--- src/rtl/pll_lock_supervisor.sv ---
// pll_lock_supervisor
//
// Supervises an ECP5 PLL from its reference-clock domain. It pulses the PLL
// reset, waits for LOCK, retries the PLL when lock does not arrive in time,
// and releases the system reset only after lock has stayed stable. The
// system reset is re-asserted as soon as lock is lost.
//
// Parameters:
//   SYNC_STAGES    flops synchronising pll_locked (>= 2)
//   RST_CYCLES     cycles pll_rst is held high per attempt (>= 1)
//   TIMEOUT_CYCLES cycles allowed waiting for lock before a retry (>= 1)
//   STABLE_CYCLES  consecutive locked cycles before the hold phase (>= 1)
//   HOLD_CYCLES    extra cycles sys_reset is held after stability (>= 1)
//
// Ports:
//   clk             PLL reference clock (free-running)
//   reset           asynchronous, active-high
//   pll_locked      PLL LOCK output, asynchronous to clk
//   pll_rst         drives PLL RST, high only in PLL_RESET
//   sys_reset       system reset request, low only in RUN
//   ready           high only in RUN
//   retry_count     lock timeouts seen, saturating at 255
//   lock_loss_count lock losses from RUN, saturating at 255
//   state           debug state: 0 PLL_RESET, 1 WAIT_LOCK, 2 STABLE,
//                   3 HOLD, 4 RUN

module pll_lock_supervisor #(
    parameter int SYNC_STAGES    = 2,
    parameter int RST_CYCLES     = 16,
    parameter int TIMEOUT_CYCLES = 65536,
    parameter int STABLE_CYCLES  = 1024,
    parameter int HOLD_CYCLES    = 16
) (
    input  logic       clk,
    input  logic       reset,
    input  logic       pll_locked,
    output logic       pll_rst,
    output logic       sys_reset,
    output logic       ready,
    output logic [7:0] retry_count,
    output logic [7:0] lock_loss_count,
    output logic [2:0] state
);

    localparam logic [2:0] S_PLL_RESET = 3'd0;
    localparam logic [2:0] S_WAIT_LOCK = 3'd1;
    localparam logic [2:0] S_STABLE    = 3'd2;
    localparam logic [2:0] S_HOLD      = 3'd3;
    localparam logic [2:0] S_RUN       = 3'd4;

    localparam int MAX_AB    = (RST_CYCLES > TIMEOUT_CYCLES) ? RST_CYCLES : TIMEOUT_CYCLES;
    localparam int MAX_CD    = (STABLE_CYCLES > HOLD_CYCLES) ? STABLE_CYCLES : HOLD_CYCLES;
    localparam int MAX_COUNT = (MAX_AB > MAX_CD) ? MAX_AB : MAX_CD;
    localparam int CNT_W     = $clog2(MAX_COUNT) + 1;

    // Counter value on the last cycle of each timed phase.
    localparam logic [CNT_W-1:0] RST_LAST     = CNT_W'(RST_CYCLES - 1);
    localparam logic [CNT_W-1:0] TIMEOUT_LAST = CNT_W'(TIMEOUT_CYCLES - 1);
    localparam logic [CNT_W-1:0] STABLE_LAST  = CNT_W'(STABLE_CYCLES - 1);
    localparam logic [CNT_W-1:0] HOLD_LAST    = CNT_W'(HOLD_CYCLES - 1);

    logic [SYNC_STAGES-1:0] sync_q;
    logic                   locked_s;
    logic [CNT_W-1:0]       cnt;
    logic [2:0]             next_state;
    logic                   retry_inc;
    logic                   loss_inc;

    // Synchroniser is reset too, so a stale LOCK cannot leak past a reset.
    // NOTE: clocked state is always assigned with <= so every flop samples
    // the pre-edge value of its neighbours.
    always_ff @(posedge clk or posedge reset) begin
        if (reset) begin
            sync_q <= '0;
        end else begin
            sync_q <= {sync_q[SYNC_STAGES-2:0], pll_locked};
        end
    end

    assign locked_s = sync_q[SYNC_STAGES-1];

    // Next-state logic. Loss of lock is checked before the count limit so a
    // drop on the final counting cycle wins over advancing.
    // NOTE: every output of this block gets a default first, so no path
    // leaves a signal unassigned and no latch is inferred.
    always_comb begin
        next_state = state;
        retry_inc  = 1'b0;
        loss_inc   = 1'b0;
        case (state)
            S_PLL_RESET: begin
                if (cnt == RST_LAST) next_state = S_WAIT_LOCK;
            end
            S_WAIT_LOCK: begin
                if (locked_s) begin
                    next_state = S_STABLE;
                end else if (cnt == TIMEOUT_LAST) begin
                    next_state = S_PLL_RESET;
                    retry_inc  = 1'b1;
                end
            end
            S_STABLE: begin
                if (!locked_s)                next_state = S_WAIT_LOCK;
                else if (cnt == STABLE_LAST)  next_state = S_HOLD;
            end
            S_HOLD: begin
                if (!locked_s)              next_state = S_WAIT_LOCK;
                else if (cnt == HOLD_LAST)  next_state = S_RUN;
            end
            S_RUN: begin
                // Lock loss does not reset the PLL; only a timeout does.
                if (!locked_s) begin
                    next_state = S_WAIT_LOCK;
                    loss_inc   = 1'b1;
                end
            end
            default: next_state = S_PLL_RESET;
        endcase
    end

    // State, shared counter and outputs. Outputs decode next_state so they
    // change on the same edge as the state register.
    always_ff @(posedge clk or posedge reset) begin
        if (reset) begin
            state           <= S_PLL_RESET;
            cnt             <= '0;
            pll_rst         <= 1'b1;
            sys_reset       <= 1'b1;
            ready           <= 1'b0;
            retry_count     <= 8'd0;
            lock_loss_count <= 8'd0;
        end else begin
            state     <= next_state;
            pll_rst   <= (next_state == S_PLL_RESET);
            sys_reset <= (next_state != S_RUN);
            ready     <= (next_state == S_RUN);

            // RUN has no timed exit, so the counter idles there and never wraps.
            if (next_state != state) begin
                cnt <= '0;
            end else if (state != S_RUN) begin
                cnt <= cnt + 1'b1;
            end

            if (retry_inc && (retry_count != 8'hFF)) begin
                retry_count <= retry_count + 8'd1;
            end
            if (loss_inc && (lock_loss_count != 8'hFF)) begin
                lock_loss_count <= lock_loss_count + 8'd1;
            end
        end
    end

endmodule

--- config.mk ---
export PLATFORM = sky130hd
export DESIGN_NAME = pll_lock_supervisor
export DESIGN_NICKNAME = d
export VERILOG_FILES = /design/src/rtl/pll_lock_supervisor.sv
export SDC_FILE = /design/constraint.sdc
export NUM_CORES = 1
export LEC_CHECK = 0
export ABC_AREA = 0
export CAP_MARGIN = 10
export CORE_MARGIN = 2
export CORE_UTILIZATION = 50
export DETAILED_ROUTE_END_ITERATION = 12
export GPL_ROUTABILITY_DRIVEN = 1
export GPL_TIMING_DRIVEN = 0
export PLACE_DENSITY = 0.76
export RECOVER_POWER = 100
export SLEW_MARGIN = 5
export SYNTH_ARGS = -nofsm -noshare
export SYNTH_HDL_FRONTEND = slang
export SYNTH_SLANG_ARGS = --single-unit
export TNS_END_PERCENT = 30
--- constraint.sdc ---
create_clock -name clk -period 2.8 [get_ports clk]
set_clock_uncertainty 0.05 [all_clocks]
set_input_delay 0.42 -clock clk [delete_from_list [all_inputs] [get_ports clk]]
set_output_delay 0.42 -clock clk [all_outputs]
set_load 0.02 [all_outputs]
==> flow_summary.json, run 1 <==
{
  "synth_area_um2": 2070,
  "cts_inserted_buffers": 5,
  "num_io_pins": 25,
  "coreArea_um2": 4000,
  "post_synth_num_cell_types": 37,
  "antenna_found_initial": 0,
  "p_int_mw": 1.09,
  "clk_pin_slew_ps": 70,
  "drt-total-wl_mm": 4.09,
  "hold_viol": 0,
  "failed_checks": "max-capacitance violations, max-slew violations",
  "grt-ovfl-total": 0,
  "worst_slew_pin_slew_ps": 1520,
  "yosysWarnings": 0,
  "setup_ws_ps": 102,
  "cts_tree": "yes",
  "netSwitchingFraction_pct": 32.3,
  "grt_max_degree": 42,
  "drc": 0,
  "start_util_pct": 51.9,
  "fin_nets": 243,
  "synth_nets": 201,
  "rows": 23,
  "grt.total_usage_pct": 20.0,
  "combPwrFrac_pct": 34.1,
  "fillers": 333,
  "rr_startpoint": "cnt[7]",
  "pre_cts_slack_ps": -105,
  "dr.pass1.iters": 4,
  "power_density_nw_per_um2": 631,
  "cts_sinks": 41,
  "clock_latency_ps": 290,
  "rsz0062_at_grt": "false",
  "seqPwrFrac_pct": 42.1,
  "die_y_um": 68.4,
  "synth.largest_area_cell": "dfrtp_1",
  "num_vias": 1551,
  "dr.first_iter.drc_count": 98,
  "yosysTopAreaCellShare_pct": 47.0,
  "syn_inst": 194,
  "finalCriticalPeriod_ps": 2700,
  "max-vdd-ir-drop_mv": 0.396,
  "pwr-share-clk_pct": 23.8,
  "crit_path_start": "cnt[7]",
  "finish.utilization_pct": 63.9,
  "fmax_ghz": 0.371,
  "min_period_over_period_pct": 96.4,
  "vias_per_cell": 5.42,
  "synth_ff_type": "dfrtp_1",
  "switchingPower_mw": 0.520,
  "place.gp.congestion": 0.802,
  "cap_viol_max_count": 1,
  "final_max_slew_viol_count": 42,
  "status": "finished with violations",
  "detail-route-antenna-nets": 0,
  "holdBufCountCts": 0,
  "clockBufferDepth": 2,
  "worstSetupStartpointType": "flop",
  "port_buffers": 24,
  "yosys-top-cells-area": "dfrtp_1 47%, xor2_1 7.6%, xnor2_1 5.1%, nor2_1 4.3%, nand2_1 2.7%",
  "worst_hold_path_type": "flop to flop",
  "crit_arrival_ps": 2830,
  "cp.required_ps": 2930,
  "die_w_um": 68.4,
  "ys_seq_area_share_pct": 49.6,
  "crit_path_end_kind": "flop",
  "grt_pass1_vias": 1510,
  "wl_per_cell_um": 14.3,
  "syn_area_per_cell_um2": 10.7,
  "crit_path_max_fanout": 6,
  "synthToLayoutAreaGrowth_pct": 23.2,
  "setup_viol": 0,
  "cts_root_buf": "clkbuf_8",
  "layout_common_cells": "37 x dfrtp_1, 24 x nor2_1, 24 x dlygate4sd3_1",
  "worstHoldStart": "sync_q[0]",
  "dp_hpwl_mm": 2.56,
  "grt_pass1_wl_mm": 6.68,
  "die_area_um2": 4680,
  "synth_edf_count": 0,
  "synth-seq-cells": 41,
  "final_common_cell": "dfrtp_1",
  "crit_type": "flop to flop",
  "diodes": 0,
  "p_leak_nw": 1.22,
  "synthArstFlopShare_pct": 100,
  "drive_gt1_share_pct": 16.5,
  "h-tree-depth": 2,
  "slew_headroom_pct": -1.51
}
## worst max-delay path, cell delays in order, from the launching register on
cell and delay, ps:
dfrtp_1 400, and4_4 200, and3_4 200, and4_1 210
nand3_2 70, nor2_1 50, ha_2 190, nor4b_2 280
o31a_1 220, a31oi_4 60, a221oi_4 420, buf_4 200
a21oi_1 40
## cell type report
cell class,count,area [um2],share of cell area [%]
multi-input cells,140,990,38.7
plain buffers,8,43.8,1.71
repair buffers,36,327,12.8
inverters,4,15.0,0.588
well taps,50,62.6,2.45
flip-flops and latches,41,1030,40.4
clock buffers,7,86.3,3.38
## flip-flops by register name (all words and copies together) (netlist names)
signal           count
cnt                 17
lock_loss_count      8
retry_count          8
state                3
sync_q               2
pll_rst              1
ready                1
sys_reset            1
## through the flow
stage	cell area, um2	power [mW]	TNS, ps	hold WS, ps	cells
finish	2550	1.61	0	308	286
global route	2550	1.71	0	318	286
CTS	2530	1.63	0	316	282
detailed placement	2380	1.13	-1030	300	268
global placement	2380	1.12	-1450	303	268
floorplan	2070	1.02	0	281	194
## cells by family after synthesis
logic type | count (synthesis) | share of synthesized area [%]
AOI/OAI and AO/OA | 16 | 7.84
xor gates and xnor gates | 30 | 12.7
adders and majority gates | 5 | 2.90
buffers and inverters | 13 | 3.08
DFF | 41 | 49.6
muxes | 2 | 1.09
and+or+nand+nor | 87 | 22.9
## routing by layer
metal | vias up | part of all wire [%] | global-route usage, %
met5 | - | 0 | 0
met4 | 0 | 1.3 | 9.75
met3 | 5 | 4.3 | 6.74
met2 | 47 | 49 | 32.2
met1 | 749 | 45 | 23.8
li1 | 750 | - | -
## path summary, 6_finish.rpt
check | to | slack, ps | cells past startpoint
setup / recovery | cnt[1] | 100 | 12
hold / removal | sync_q[1] | 310 | 0
setup reg to reg | cnt[1] | 100 | 12
hold reg to reg | sync_q[1] | 310 | 0
max in group asynchronous | cnt[4] | 720 | 2
min in group asynchronous | sync_q[0] | 980 | 2
## power by group through the flow
stage	sequential [mW]	clock [mW]	combinational, mW
floorplan	0.709	0	0.311
global placement	0.691	0	0.431
detailed placement	0.694	0	0.434
CTS	0.678	0.397	0.556
global route	0.685	0.429	0.599
finish	0.678	0.384	0.550
## timing repair
item	in CTS	in global routing
setup buffers	6	5
setup endpoints to repair	13	21
cloned	1	0
pin swaps	1	4
gates resized for setup	6	7
## cells in the mapped netlist (2+ instances only)
library cell	instances
a311oi_4	2
a31oi_1	3
and2_1	7
and3_1	6
and4_1	3
buf_2	6
clkbuf_1	2
dfrtp_1	39
dfstp_2	2
ha_1	4
inv_1	4
mux2_2	2
nand2_1	15
nand3_1	10
nand4_1	8
nor2_1	24
nor3_1	3
nor3b_1	2
nor4_1	2
o21a_1	2
o21ai_0	4
xnor2_1	12
xor2_1	18
No activity file was read; power rests on OpenSTA's default activity.
==> inputs of run 2 (changes only) <==
--- a/config.mk
+++ b/config.mk
@@ -18,4 +18,4 @@
 export SYNTH_ARGS = -nofsm -noshare
 export SYNTH_HDL_FRONTEND = slang
 export SYNTH_SLANG_ARGS = --single-unit
-export TNS_END_PERCENT = 30
+export TNS_END_PERCENT = 5
==> results of run 2 <==
The final DEF is identical to that of run 1; final timing and power are the same.
==> inputs of run 3 (changes only) <==
--- a/config.mk
+++ b/config.mk
@@ -12,7 +12,7 @@
 export DETAILED_ROUTE_END_ITERATION = 12
 export GPL_ROUTABILITY_DRIVEN = 1
 export GPL_TIMING_DRIVEN = 0
-export PLACE_DENSITY = 0.76
+export PLACE_DENSITY = 0.73
 export RECOVER_POWER = 100
 export SLEW_MARGIN = 5
 export SYNTH_ARGS = -nofsm -noshare
==> constraint.sdc (replaced) <==
create_clock -name clk -period 2.7 [get_ports clk]
set_clock_uncertainty 0.05 [all_clocks]
set_input_delay 0.405 -clock clk [delete_from_list [all_inputs] [get_ports clk]]
set_output_delay 0.405 -clock clk [all_outputs]
set_load 0.02 [all_outputs]
==> run 3 against run 2 <==
  * The flow finishes with violations (max-capacitance violations)
  * Via count rose by 2.9%
  * Die area stayed put
  * Clock power rose by 30%
  * First-iteration DRC count up 22%
  * Flip-flop and latch count unchanged
  * Sequential share of layout area decreased by 1.9 points
  * Critical path type unchanged
  * Core utilization up 3.2 points
  * Global-route usage fell by 0.77 points
  * Setup slack got worse by 91 ps
  * Critical path depth grew 2
==> flow_summary.json, run 3 (synthesized netlist as in run 1, its figures left out) <==
{
  "dp_hpwl_mm": 2.52,
  "use_met1_pct": 24.8,
  "tns_ps": 0,
  "clock_latency_ps": 290,
  "h-tree-depth": 2,
  "slowest_delay_ps": 410,
  "grt_use_met2_pct": 31.5,
  "cp.required_ps": 2840,
  "final_common_cell": "dfrtp_1",
  "cts_root_buf": "clkbuf_8",
  "dpl.cell_count": 268,
  "coreArea_um2": 4000,
  "grt-ovfl-total": 0,
  "start_util_pct": 51.9,
  "worstPathCellList": "and4_4 -> and3_4 -> buf_6 -> and4_1 -> nand3_1 -> nor2_1 -> ha_2 -> nor4b_4 -> o31a_1 -> a31oi_4 -> a221oi_4 -> buf_4 -> buf_6 -> nor2_1",
  "cts_sinks": 41,
  "detail-route-antenna-nets": 0,
  "drive_gt1_share_pct": 21.1,
  "die_w_um": 68.4,
  "cap_viol_max_count": 1,
  "busiest_layer": "met2",
  "fin_nets": 252,
  "num_io_pins": 25,
  "clk_pin_slew_ps": 80,
  "rr_endpoint": "cnt[12]",
  "crit_path_end_kind": "flop",
  "place.gp.congestion": 0.834,
  "failed_checks": "max-capacitance violations",
  "finalCriticalPeriod_ps": 2690,
  "hold_depth": 0,
  "hold_viol": 0,
  "worstHoldStart": "sync_q[0]",
  "holdBufCountCts": 0,
  "setup_ws_ps": 11.2,
  "layout_common_cells": "37 x dfrtp_1, 24 x dlygate4sd3_1, 22 x nor2_1",
  "dr.pass1.iters": 4,
  "die_y_um": 68.4,
  "grt_pass1_wl_mm": 6.67,
  "min_period_over_period_pct": 99.6,
  "drt-total-wl_mm": 4.13,
  "whs_ps": 308,
  "crit_buf_inv": 3,
  "crit_arrival_ps": 2830,
  "crit_path_max_fanout": 4,
  "dr.first_iter.drc_count": 120,
  "worst_hold_path_type": "flop to flop",
  "synthToLayoutAreaGrowth_pct": 29.4,
  "fmax_ghz": 0.372,
  "setup_viol": 0,
  "antenna_found_initial": 0,
  "max-vdd-ir-drop_mv": 0.518,
  "slew_headroom_pct": 0.941,
  "largest_register": "cnt",
  "pre_cts_slack_ps": -258,
  "crit_family": "simple AND/OR/NAND/NOR gates",
  "status": "finished with violations",
  "die_area_um2": 4680,
  "port_buffers": 24,
  "r2r_cells": 14,
  "drc": 0,
  "rows": 23,
  "final_max_slew_viol_count": 0,
  "vias_per_cell": 5.39,
  "hold_path_end": "sync_q[1]",
  "rrSetupSlack_ps": 10,
  "grt_max_degree": 42,
  "fin_cells": 296,
  "grt.total_usage_pct": 19.2,
  "diodes": 0,
  "num_vias": 1596,
  "cts_tree": "yes",
  "rr_startpoint": "cnt[4]",
  "largestRegisters": "cnt: 17 flops, lock_loss_count: 8 flops, retry_count: 8 flops",
  "cp_slowest_cell": "dfrtp_2",
  "grt.met3_usage_pct": 4.93,
  "largest_reg_flops": 17,
  "fillers": 312,
  "finish.utilization_pct": 67.1,
  "cts_inserted_buffers": 5,
  "worstSetupStartpointType": "flop",
  "wl_per_cell_um": 14.0,
  "clockBufferDepth": 2,
  "power_density_nw_per_um2": 701,
  "p_leak_nw": 1.29,
  "rsz0062_at_grt": "true",
  "crit_type": "flop to flop",
  "grt_pass1_vias": 1475,
  "worst_slew_pin_slew_ps": 1480
}
## run 3: cell count changes in the layout (fill, tap and decap cells not counted), moves of 2 or more
cell	change
buf_4	+6
buf_6	+3
nor2_1	-2
nor2_2	+2
## run 3: repair_timing
item                                   CTS  global route
gates resized for setup                 11             7
pin swaps                                4             7
gates cloned                             1             0
setup endpoints to repair               18            20
setup buffers                           10             9
endpoints found under the hold margin    0             0
## run 3: worst max-delay path by stage
stage / startpoint / to / slack [ps] / cells past startpoint
floorplan: cnt[5] / cnt[3] / 60 / 13
finish: cnt[4] / cnt[12] / 10 / 14
global placement: cnt[5] / cnt[6] / -260 / 13
global route: cnt[4] / cnt[12] / -90 / 14
detailed placement: cnt[5] / cnt[7] / -260 / 13
CTS: cnt[7] / cnt[1] / 10 / 14
## run 3: area by class of cell
type                            count  area (um2)  share of cell area (%)
Multi-Input combinational cell    140        1010                    37.6
Inverter                            4        15.0                   0.559
Timing Repair Buffer               44         398                    14.8
Clock inverter                      3        46.3                    1.72
Buffer                              9        53.8                    2.00
Clock buffer                        5        68.8                    2.56
Sequential cell                    41        1030                    38.4
Tap cell                           50        62.6                    2.33
## run 3: worst register-to-register path: cells and delay by family (launching register included)
family	cells	cell delay, ps
flip-flops	1	410
adder cells (fa/ha/maj)	1	190
AO/OA/AOI/OAI	3	530
buffers and inverters	3	390
AND/OR/NAND/NOR	7	1010
## run 3: power by group
group | switching [mW] | total (mW) | internal, mW | leakage, nW
combinational | 0.332 | 0.683 | 0.351 | 0.686
clock | 0.224 | 0.500 | 0.277 | 0.0543
sequential | 0.0293 | 0.699 | 0.670 | 0.552
total | 0.585 | 1.88 | 1.30 | 1.29
## run 3: through the flow
step	power, mW	area, um2
2_1_floorplan	1.06	2070
3_3_place_gp	1.16	2380
3_5_place_dp	1.17	2380
4_1_cts	1.85	2610
5_1_grt	1.98	2680
6_report	1.88	2680
## run 3: metal layers
metal	wire length, um	up-vias
met5	0	-
met1	1880	790
met2	2060	28
met3	130	8
li1	-	770
met4	65	0
